### config.mk
export PLATFORM = sky130hd
export DESIGN_NAME = mod_fold_reduce
export DESIGN_NICKNAME = d
export VERILOG_FILES = /design/src/rtl/mod_fold_reduce_pkg.sv /design/src/rtl/mod_fold_reduce_fold_step.sv /design/src/rtl/mod_fold_reduce.sv
export SDC_FILE = /design/constraint.sdc
export NUM_CORES = 1
export LEC_CHECK = 0
export ABC_AREA = 0
export BUFFER_PORTS_ARGS = -buffer_cell sky130_fd_sc_hd__buf_4
export CORE_MARGIN = 1.5
export CORE_UTILIZATION = 38
export DETAILED_ROUTE_END_ITERATION = 10
export MAX_ROUTING_LAYER = met4
export PLACE_DENSITY_LB_ADDON = 0.08
export SLEW_MARGIN = 40
export SYNTH_ARGS = -nofsm -noshare
export SYNTH_HDL_FRONTEND = slang
export SYNTH_HIERARCHICAL = 1
export SYNTH_SLANG_ARGS = --single-unit
### constraint.sdc
create_clock -name clk -period 6.4 [get_ports clk]
set_clock_uncertainty 0.1 [all_clocks]
set_input_delay 0.32 -clock clk [delete_from_list [all_inputs] [get_ports clk]]
set_output_delay 0.32 -clock clk [all_outputs]
set_load 0.005 [all_outputs]
### src/rtl/mod_fold_reduce_pkg.sv
// Shared types and helpers for the constant-modulus fold reducer.
package mod_pkg;

  typedef enum logic [1:0] {
    IDLE = 2'd0,
    FOLD = 2'd1,
    ADJ  = 2'd2,
    HOLD = 2'd3
  } state_t;

  // Fold constant for M = 2^K - C.
  function automatic int calc_c(input int k, input int m);
    return (1 << k) - m;
  endfunction

endpackage

### src/rtl/mod_fold_reduce_fold_step.sv
// One fold of x -> (x >> K)*C + x[K-1:0]; purely combinational.
module fold_step #(
  parameter int XW = 32,
  parameter int K  = 8,
  parameter int C  = 77
) (
  input  logic [XW-1:0] acc_in,
  output logic [XW-1:0] acc_out,
  output logic          hi_zero
);

  logic [XW-K-1:0] hi;
  logic [K-1:0]    lo;
  logic [XW-1:0]   prod;

  assign hi      = acc_in[XW-1:K];
  assign lo      = acc_in[K-1:0];
  // Truncation to XW bits is exact: hi*C + lo stays below 2^(XW-1) + 2^K.
  assign prod    = XW'(hi) * XW'(C);
  assign acc_out = prod + XW'(lo);
  assign hi_zero = (hi == '0);

endmodule

### src/rtl/mod_fold_reduce.sv
// Iterative constant-modulus reducer z = x mod M with valid/ready on both sides.
//   state | meaning
//   IDLE  | waiting for x, in_ready high
//   FOLD  | one fold per cycle until acc < 2^K
//   ADJ   | single conditional subtract of M, capture z and fold count
//   HOLD  | present z until the consumer takes it
module mod_fold_reduce
  import mod_pkg::*;
#(
  parameter int XW = 32,
  parameter int K  = 8,
  parameter int M  = 179,
  parameter int IW = 6
) (
  input  logic          clk,
  input  logic          reset,
  input  logic          in_valid,
  output logic          in_ready,
  input  logic [XW-1:0] x,
  output logic          out_valid,
  input  logic          out_ready,
  output logic [K-1:0]  z,
  output logic [IW-1:0] folds,
  output logic          busy
);

  localparam int C = calc_c(K, M);

  if (XW < K + 2) begin : g_bad_xw
    $error("mod_fold_reduce: XW must be at least K+2");
  end
  if (!((M > (1 << (K - 1))) && (M < (1 << K)))) begin : g_bad_m
    $error("mod_fold_reduce: M must satisfy 2^(K-1) < M < 2^K");
  end
  if (IW < 1) begin : g_bad_iw
    $error("mod_fold_reduce: IW must be at least 1");
  end

  state_t        state;
  logic [XW-1:0] acc;
  logic [XW-1:0] acc_next;
  logic          hi_zero;
  logic [IW-1:0] cnt;
  logic [K-1:0]  z_sub;

  fold_step #(.XW(XW), .K(K), .C(C)) u_fold (
    .acc_in  (acc),
    .acc_out (acc_next),
    .hi_zero (hi_zero)
  );

  // acc < 2^K in ADJ, so the low K bits of acc-M are the whole difference.
  assign z_sub = acc[K-1:0] - K'(M);

  always_ff @(posedge clk) begin
    if (reset) begin
      state     <= IDLE;
      acc       <= '0;
      cnt       <= '0;
      z         <= '0;
      folds     <= '0;
      out_valid <= 1'b0;
      busy      <= 1'b0;
      in_ready  <= 1'b1;
    end else begin
      case (state)
        IDLE: begin
          if (in_valid) begin
            acc      <= x;
            cnt      <= '0;
            state    <= FOLD;
            in_ready <= 1'b0;
            busy     <= 1'b1;
          end
        end
        FOLD: begin
          if (!hi_zero) begin
            acc <= acc_next;
            if (cnt != '1) cnt <= cnt + IW'(1);
          end else begin
            state <= ADJ;
          end
        end
        ADJ: begin
          z         <= (acc >= XW'(M)) ? z_sub : acc[K-1:0];
          folds     <= cnt;
          out_valid <= 1'b1;
          state     <= HOLD;
        end
        HOLD: begin
          if (out_ready) begin
            out_valid <= 1'b0;
            in_ready  <= 1'b1;
            busy      <= 1'b0;
            state     <= IDLE;
          end
        end
        default: state <= IDLE;
      endcase
    end
  end

endmodule
==> results of run 1 <==
kinds of logic (layout without fill, tap and decap cells):
family                   after synthesis  after routing
AO/OA/AOI/OAI                        135            135
XOR/XNOR                              32             32
adder cells (fa/ha/maj)              169            169
buffers and inverters                183            231
flip-flops                            57             57
multiplexers                          41             41
other                                  1              1
AND/OR/NAND/NOR                      165            165
metal layers:
metal  wire length, um  vias up
met1              8498     2551
met4               295        0
met2              7997       98
met3               450       18
met5                 0        -
li1                  -     2717
final cells by class:
cell class	instances	area [um^2]	area share [%]
Timing Repair Buffer	54	405.4	5.286
Inverter	161	604.3	7.881
Clock buffer	9	225.2	2.937
Multi-Input combinational cell	543	4950	64.55
Tap cell	225	281.5	3.671
Sequential cell	57	1141	14.88
Clock inverter	7	61.31	0.7995
layout by cell type, fill, tap and decap left out, drive strengths merged, types with 3 or more instances in the layout:
cell type / Yosys / final
inv: 161 / 165
ha: 122 / 122
nor2: 73 / 73
dfxtp: 57 / 57
buf: 13 / 54
fa: 47 / 47
mux2i: 41 / 41
a211oi: 38 / 38
a21oi: 31 / 31
nand2: 25 / 25
o21ai: 23 / 23
xnor2: 19 / 19
nand3: 13 / 13
xor2: 13 / 13
a31oi: 10 / 10
clkbuf: 9 / 9
nand4: 8 / 8
nor3: 8 / 8
nor2b: 7 / 7
nor4: 7 / 7
o21bai: 6 / 6
o21a: 6 / 6
and3: 5 / 5
a21o: 4 / 4
nand2b: 4 / 4
and2: 3 / 3
o211ai: 3 / 3
per-stage QoR:
stage | area [um^2] | instances | util [%]
final | 7669 | 1056 | 44.18
after global placement | 7380 | 1040 | 42.52
after CTS | 7669 | 1056 | 44.18
after global routing | 7669 | 1056 | 44.18
after detailed placement | 7382 | 1040 | 42.53
after floorplan | 6794 | 783 | -
flip-flops by register name (all words and copies together), names as in the netlist:
signal,count
acc,32
in_ready,1
busy,1
cnt,6
out_valid,1
state,2
folds,6
z,8
worst paths after layout:
kind	startpoint	to	slack, ns	depth (start not counted)
min	out_ready	in_ready$_SDFFE_PP1P_	0.16	3
max	acc[22]$_SDFFE_PP0P_	acc[27]$_SDFFE_PP0P_	1.28	18
max reg2reg	acc[22]$_SDFFE_PP0P_	acc[27]$_SDFFE_PP0P_	1.28	18
min reg2reg	z[2]$_SDFFE_PP0P_	z[2]$_SDFFE_PP0P_	0.38	2
worst max-delay path, stage by stage, from the launching register on:
cell      delay (ns)
dfxtp_1         0.60
inv_1           0.10
ha_1            0.33
ha_1            0.33
fa_1            0.54
inv_1           0.05
fa_1            0.53
inv_1           0.05
ha_1            0.39
a21oi_1         0.26
nand2_1         0.08
a21oi_1         0.17
o21ai_1         0.11
a31oi_2         0.26
o21ai_1         0.16
a311oi_1        0.38
xnor2_1         0.23
mux2i_1         0.13
a211oi_1        0.24
==> results.md, run 1 <==
* Status: complete, no violations
* Die W at 136.7 um
* Largest family of logic cells by synthesized area: adder cells
* Via-per-instance ratio at 5.098
* Adder-Cell Fraction of Synth Area at 36.32%
* Syn avg cell area at 8.677 um^2
* Wire length per cell at 16.33 um
* Gr busiest metal: met2
* Fillers at around 1.7k
* FP Rows at between 40 and 50
* Post-synthesis cell count at 783
* Crit share post-route at approximately 80%
* M2 GR Usage at 32.86%
* Fmax at 195.2 MHz
* Die area at 0.01869 mm^2
* Hold Crit Class: in -> reg
* Arrival @ worst endpoint at 5.29 ns
* IO Pins at 53
* Setup_tns at 0 ns
* All-Layer GR Usage at 20.67%
* First-pass DRT Iterations at 4
* DRC errors left at 0
* Post-synthesis sequential area ratio at 16.80%
* Post-CTS resize count at 0
* Detailed Place HPWL at 13.56 mm
* Clock tree root buffer cell: clkbuf_16
* Least-Margin Pin Slew at 0.6701 ns
* Congestion Overflow GR at 0
* Post-synthesis compound-gate area fraction at approximately 14%
* Yosys warnings at 6
* Initial Util at 39.14%
* Most common cell in the synthesized netlist: inv_1
* Post-synthesis simple-gate area fraction at 12.45%
* RSZ-0062 raised after global routing: false
* Largest area contributor in the netlist: ha_1
* Final nets at 1031
* Clk slew on worst S/H paths at 0.07 ns
* Number of CTS-inserted buffers at 9
* Post-Synth XOR/XNOR Area at 4.125%
* Largest net degree at the start of global routing at 65
* Fraction of registers with async set/reset at 0%
* Critical path launch point type: flop
* Area growth syn-to-layout at 12.87%
* Slew HR at between 50% and 60%
* Total Wirelength at 17.24 mm
* Count of cell types in the netlist at 63
* Synthesized cell area at 0.006794 mm^2
* Worst-path maximum fanout at 8
* Clock Sinks at 57
* Initial antenna violation count at 0
* Vias in the first global route at 5526
* Vias after detailed routing at between 5k and 6k
* Hold slack at 0.1620 ns
* Synth Net Count at 988
* Final Hold Viols at 0
* MaxCap Viol Count at 0
* Final setup margin at 1.278 ns
* CP endpoint kind: flop
* GPL Wtd Cong at 0.8896
* Multiplexer share of the synthesized area at between 6 and 7%
* Area contributors post-synth: ha_1 (22%), dfxtp_1 (17%), fa_1 (14%)
* #FFs+latches synth at 57
* Port buffer count at 52
* Maximum clock path buffer count at 2
* CP required at 6.57 ns
* Final setup fails at 0
* Tmin final at 5.122 ns
* TritonCTS clock tree: built
* M3 GR Usage at 1.704%
* Postcts setup bufs at 0
* Die Y at about 140 um
* Hold_buf cts at 0
* Post-synth EDFFs at 0
* Post-synth top flop: dfxtp_1
* Layout cells sized above 1 at between 10% and 20%
* Clk Latency, worst-skew pair at roughly 0.35 ns
* GR Layer Usage met1 at between 20% and 30%
* Ant diodes at 0
* Final-report max-slew violation count at 0
* Yosys top cell area share at 22.47%
* Detail Route Antenna Nets at 0
* Kind of critical path: reg -> reg
* First-pass GRT wire length at 28.88 mm
* Core area at 0.01736 mm^2
* Setup WS pre-CTS at 1.317 ns
* H-Tree Depth at 3
* Post-synth top cells: inv_1 (161), ha_1 (122), nor2_1 (73)
* Initial drt markers at around 260
Power of run 1 is not shown: default switching activity piles up to over one toggle a cycle in this logic, so the estimate is an artifact.
==> run 2: changes to the inputs <==
- clock period: 6.4 -> 5.2 ns (I/O delays scaled with it)
==> run 2 against run 1 <==
Critical path depth down 2. Routed wire length up 1.6%. Count of clock-buffer cells in the layout unchanged. Worst setup slack worse by 1.1 ns. Flip-flop and latch count unchanged.
==> results.md, run 2 (synthesis gave the netlist of run 1 again) <==
* CP endpoint kind: flop (unchanged)
* Wire length per cell at 16.48 um (was 16.33 um)
* H-Tree Depth at 3 (unchanged)
* Hold path cells at 3 (unchanged)
* Status: complete, no violations (unchanged)
* CP required at 5.35 ns (was 6.57 ns)
* Fin util at 44.56% (was 44.18%)
* Crit-path leading delay family: adder cells (unchanged)
* Congestion Overflow GR at 0 (unchanged)
* Die Y at 136.7 um (unchanged)
* Instance count on the critical path at 16 (was 18)
* Top flop regs: acc x32, z x8 (unchanged)
* FP Rows at 48 (unchanged)
* Detail Route Antenna Nets at 0 (unchanged)
* Initial Util at 39.14% (unchanged)
* MaxCap Viol Count at 0 (unchanged)
* Die W at 136.7 um (unchanged)
* Clock tree root buffer cell: clkbuf_16 (unchanged)
* Kind of critical path: reg -> reg (unchanged)
* Final non-filler cell area at 0.007735 mm^2 (was 0.007669 mm^2)
* Setup_tns at 0 ns (unchanged)
* Maximum clock path buffer count at 2 (unchanged)
* Cells along the critical path: ha_1 > ha_1 > fa_1 > inv_1 > fa_1 > inv_1 > ha_1 > and2_1 > a221oi_2 > o21ai_1 > a31oi_2 > o21ai_1 > a311oi_1 > xnor2_1 > mux2i_1 > a211oi_1 (was inv_1 > ha_1 > ha_1 > fa_1 > inv_1 > fa_1 > inv_1 > ha_1 > a21oi_1 > nand2_1 > a21oi_1 > o21ai_1 > a31oi_2 > o21ai_1 > a311oi_1 > xnor2_1 > mux2i_1 > a211oi_1)
* Tmin final at 4.987 ns (was 5.122 ns)
* Port buffer count at 52 (unchanged)
* Critical path launch point type: flop (unchanged)
* Placed cell areas at 0.007435 mm^2 (was 0.007382 mm^2)
* Hold slack at 0.1204 ns (was 0.1620 ns)
* Final Hold Viols at 0 (unchanged)
* Postcts setup bufs at 0 (unchanged)
* Worst-path maximum fanout at 5 (was 8)
* Fmax at 200.5 MHz (was 195.2 MHz)
* Most frequent cells in the layout: inv_1 (161), ha_1 (120), nor2_1 (73), buf_4 (61), dfxtp_1 (52) (was inv_1 (161), ha_1 (120), nor2_1 (73), dfxtp_1 (57), buf_4 (54))
* Initial drt markers at 237 (was 258)
* Detailed Place HPWL at 13.92 mm (was 13.56 mm)
* Initial antenna violation count at 0 (unchanged)
* Clock Sinks at 57 (unchanged)
* Hold Crit Class: in -> reg (unchanged)
* Area growth syn-to-layout at 13.85% (was 12.87%)
* Total Wirelength at 17.52 mm (was 17.24 mm)
* Final nets at 1038 (was 1031)
* DRC errors left at 0 (unchanged)
* GPL Wtd Cong at 0.9348 (was 0.8896)
* Flop-to-flop setup slack at 0.21 ns (was 1.28 ns)
* Number of CTS-inserted buffers at 9 (unchanged)
* Hold path start: out_ready (unchanged)
* TritonCTS clock tree: built (unchanged)
* Worst path slowest cell: fa_1 (was dfxtp_1)
* Vias after detailed routing at 5450 (was 5384)
* Commonest non-fill, non-tap cell in the layout: inv_1 (unchanged)
* Ant diodes at 0 (unchanged)
* Max reg flops at 32 (unchanged)
* Vias in the first global route at 5565 (was 5526)
* Via-per-instance ratio at 5.127 (was 5.098)
* Endpoint with the worst hold slack: in_ready$_SDFFE_PP1P_ (unchanged)
* Die area at 0.01869 mm^2 (unchanged)
* RSZ-0062 raised after global routing: false (unchanged)
* Hold_buf cts at 0 (unchanged)
* Largest net degree at the start of global routing at 56 (was 65)
* Crit. Startpoint: acc[16]$_SDFFE_PP0P_ (was acc[22]$_SDFFE_PP0P_)
* Arrival @ worst endpoint at 5.14 ns (was 5.29 ns)
* Max incr delay on CP at 0.53 ns (was 0.60 ns)
* All-Layer GR Usage at 20.34% (was 20.67%)
* Slew HR at 53.61% (was 55.33%)
* IO Pins at 53 (unchanged)
* Least-Margin Pin Slew at 0.6958 ns (was 0.6701 ns)
* First-pass GRT wire length at 28.39 mm (was 28.88 mm)
* Most used cell, CP: ha_1
* Clk Latency, worst-skew pair at 0.34 ns (was 0.35 ns)
* Clk slew on worst S/H paths at 0.06 ns (was 0.07 ns)
* R2r worst-path depth at 16 (was 18)
* Final-report max-slew violation count at 0 (unchanged)
* Largest register by flop count: acc (unchanged)
* Reg2Reg Launch Point: acc[16]$_SDFFE_PP0P_ (was acc[22]$_SDFFE_PP0P_)
* Final setup fails at 0 (unchanged)
* First-pass DRT Iterations at 4 (unchanged)
* Core area at 0.01736 mm^2 (unchanged)
* Layout cells sized above 1 at 12.29% (was 10.95%)
* Crit share post-route at 95.91% (was 80.03%)
* R2r endpoint: acc[27]$_SDFFE_PP0P_ (unchanged)
* CP bufs+invs at 2 (was 3)
## run 2: cell types whose count changed in the layout (fill, tap and decap cells not counted)
cell     delta
buf_4       +7
dfxtp_1     -5
dfxtp_2     +5
o211a_2     -1
o211a_4     +1
## run 2: through the flow
step | cells | worst slack, ns
final | 1063 | 0.2125
after global routing | 1063 | 0.007298
after CTS | 1063 | 0.1501
after detailed placement | 1047 | 0.1755
after global placement | 1047 | 0.2250
after floorplan | 783 | 0.7997
## run 2: how the worst max path moves through the flow
stage	to	slack (ns)
final	acc[27]$_SDFFE_PP0P_	0.21
after global routing	acc[27]$_SDFFE_PP0P_	0.007
after CTS	acc[27]$_SDFFE_PP0P_	0.15
after detailed placement	acc[27]$_SDFFE_PP0P_	0.18
after global placement	acc[27]$_SDFFE_PP0P_	0.23
after floorplan	acc[24]$_SDFFE_PP0P_	0.80
## run 2: repair_timing
item | CTS | global route
resized for setup | 0 | 5
endpoints found under the setup margin | 0 | 2
hold endpoints to repair | 0 | 0
## run 2: worst register-to-register path, delay by kind of cell (launching register included)
family	cells	cell delay, ns
compound gates	6	1.55
xor+xnor	1	0.23
fa+ha+maj	5	2.07
buf+inv	2	0.09
flops	1	0.49
mux	1	0.13
simple gates	1	0.25
## run 2: metal layers
metal / up-vias / GRT usage (%) / wire length [um]
met2: 109 / 33.31 / 8311
met5: - / - / 0
met4: 0 / 4.787 / 189
li1: 2730 / - / -
met1: 2599 / 26.86 / 8484
met3: 12 / 2.333 / 535
## run 2: cell type report
type	instances	area, um^2
clock buffers	9	225.2
clock inverters	7	61.31
fillers	1734	9622
inverters	161	604.3
multi-input cells	543	4957
flip-flops and latches	57	1147
well taps	225	281.5
repair buffers	61	457.9
Power of run 2 is left out for the same reason.
==> run 3: changes to the inputs <==
- CELL_PAD_IN_SITES_DETAIL_PLACEMENT: not set -> 1
- CELL_PAD_IN_SITES_GLOBAL_PLACEMENT: not set -> 2
==> run 3 against run 2 <==
Hold slack better by 0.0054 ns. Final cell count is 0.66% higher. Sequential share of layout area fell by 0.077 points. Die area stayed put. Count of clock-buffer cells in the layout is the same. Critical path depth unchanged. Maximum frequency increased by 0.76%. Flip-flop and latch count unchanged. Routed wire length up 8.1%. Core utilization up 0.28 points. First-iteration DRC count decreased by 12%. Via count is 0.97% higher. Critical path type unchanged. Highest routed layer unchanged.
==> results.md, run 3 (synthesis gave the netlist of run 1 again) <==
* First-pass GRT wire length at 31.08 mm (was 28.39 mm)
* Final setup fails at 0 (unchanged)
* Commonest non-fill, non-tap cell in the layout: inv_1 (unchanged)
* CP bufs+invs at 2 (unchanged)
* Hold Crit Class: in -> reg (unchanged)
* Initial Util at 39.14% (unchanged)
* DRC errors left at 0 (unchanged)
* Most frequent cells in the layout: inv_1 (161), ha_1 (120), nor2_1 (73), buf_4 (68), dfxtp_1 (51) (was inv_1 (161), ha_1 (120), nor2_1 (73), buf_4 (61), dfxtp_1 (52))
* Clk Latency, worst-skew pair at 0.33 ns (was 0.34 ns)
* Max incr delay on CP at 0.53 ns (about the same)
* Fin util at 44.85% (was 44.56%)
* CP required at 5.34 ns (was 5.35 ns)
* Arrival @ worst endpoint at 5.09 ns (was 5.14 ns)
* Reg2Reg Launch Point: acc[11]$_SDFFE_PP0P_ (was acc[16]$_SDFFE_PP0P_)
* Clock tree root buffer cell: clkbuf_16 (unchanged)
* Die W at 136.7 um (unchanged)
* First-pass DRT Iterations at 4 (unchanged)
* Ant diodes at 0 (unchanged)
* IO Pins at 53 (unchanged)
* Most used cell, CP: fa_1 (was ha_1)
* Worst path slowest cell: dfxtp_1 (was fa_1)
* Detail Route Antenna Nets at 0 (unchanged)
* Final nets at 1045 (was 1038)
* Worst-path maximum fanout at 7 (was 5)
* Max reg flops at 32 (unchanged)
* Clock Sinks at 57 (unchanged)
* Number of CTS-inserted buffers at 9 (unchanged)
* Tmin final at 4.950 ns (was 4.987 ns)
* TritonCTS clock tree: built (unchanged)
* Slew HR at 50.07% (was 53.61%)
* Initial antenna violation count at 0 (unchanged)
* MaxCap Viol Count at 0 (unchanged)
* Vias after detailed routing at 5503 (was 5450)
* Core area at 0.01736 mm^2 (unchanged)
* Largest net degree at the start of global routing at 56 (unchanged)
* Die area at 0.01869 mm^2 (unchanged)
* Via-per-instance ratio at 5.143 (was 5.127)
* Layout cells sized above 1 at 13.37% (was 12.29%)
* Cells along the critical path: ha_1 > inv_1 > fa_1 > fa_1 > fa_1 > inv_1 > ha_1 > a21o_1 > a221oi_2 > o21ai_1 > a31oi_2 > o21ai_1 > a311oi_1 > xnor2_1 > mux2i_1 > a211oi_1 (was ha_1 > ha_1 > fa_1 > inv_1 > fa_1 > inv_1 > ha_1 > and2_1 > a221oi_2 > o21ai_1 > a31oi_2 > o21ai_1 > a311oi_1 > xnor2_1 > mux2i_1 > a211oi_1)
* Crit share post-route at 95.19% (was 95.91%)
* Final Hold Viols at 0 (unchanged)
* Crit-path leading delay family: adder cells (unchanged)
* Maximum clock path buffer count at 2 (unchanged)
* Total Wirelength at 18.94 mm (was 17.52 mm)
* CP endpoint kind: flop (unchanged)
* Hold path start: out_ready (unchanged)
* H-Tree Depth at 3 (unchanged)
* Final-report max-slew violation count at 0 (unchanged)
* Initial drt markers at 208 (was 237)
* Setup_tns at 0 ns (unchanged)
* Vias in the first global route at 5839 (was 5565)
* Top flop regs: acc x32, z x8 (unchanged)
* Hold slack at 0.1257 ns (was 0.1204 ns)
* Detailed Place HPWL at 15.31 mm (was 13.92 mm)
* All-Layer GR Usage at 22.17% (was 20.34%)
* FP Rows at 48 (unchanged)
* Critical path launch point type: flop (unchanged)
* Crit. Startpoint: acc[11]$_SDFFE_PP0P_ (was acc[16]$_SDFFE_PP0P_)
* Wire length per cell at 17.70 um (was 16.48 um)
* GPL Wtd Cong at 0.8276 (was 0.9348)
* Status: complete, no violations (unchanged)
* Die Y at 136.7 um (unchanged)
* Fmax at 202.0 MHz (was 200.5 MHz)
* Least-Margin Pin Slew at 0.7489 ns (was 0.6958 ns)
* Largest register by flop count: acc (unchanged)
* Congestion Overflow GR at 0 (unchanged)
* Area growth syn-to-layout at 14.57% (was 13.85%)
* Kind of critical path: reg -> reg (unchanged)
* Port buffer count at 52 (unchanged)
* Clk slew on worst S/H paths at 0.06 ns (about the same)
* RSZ-0062 raised after global routing: false (unchanged)
[run 3: area by class of cell]
| class | count | area [um^2] |
|---|---|---|
| clock buffers | 9 | 225.2 |
| well taps | 225 | 281.5 |
| inverters | 161 | 604.3 |
| repair buffers | 68 | 510.5 |
| fillers | 2088 | 9573 |
| flip-flops and latches | 57 | 1149 |
| multi-input cells | 543 | 4957 |
| clock inverters | 7 | 56.30 |
[run 3: per-stage QoR]
step                instance area, um^2  std cells  setup WS, ns
floorplan                          6794        783        0.7997
global placement                   7477       1053        0.1252
detailed placement                 7480       1053       0.08371
CTS                                7761       1069       0.07022
global route                       7784       1070       0.01392
finish                             7784       1070        0.2501
[run 3: worst paths after layout]
check,to,slack (ns),depth (start not counted)
max,acc[27]$_SDFFE_PP0P_,0.25,16
min,in_ready$_SDFFE_PP1P_,0.13,3
max reg2reg,acc[27]$_SDFFE_PP0P_,0.25,16
min reg2reg,z[5]$_SDFFE_PP0P_,0.38,2
[run 3: timing repair]
item | 4_1_cts | 5_1_grt
hold buffers | 0 | 0
setup endpoints to repair | 0 | 5
gates resized for setup | 0 | 8
buffers inserted | 0 | 1
[run 3: per-layer routing]
layer  routed length, um  global-route usage, %  part of all wire (%)  vias to the layer above
li1                    -                      -                     -                     2734
met1                9602                  30.78                    51                     2670
met2                8551                  35.23                    45                       83
met3                 529                  1.963                   2.8                       16
met4                 255                  4.551                   1.3                        0
met5                   0                      -                     0                        -
[run 3: worst register-to-register path: cells and delay by family, from the launching register on]
family                     cells  cell delay, ns
buffers and inverters          2            0.09
xor gates and xnor gates       1            0.22
muxes                          1            0.13
DFF                            1            0.53
AOI/OAI and AO/OA              7            1.80
adders and majority gates      5            1.99
Power of run 3 is left out for the same reason.
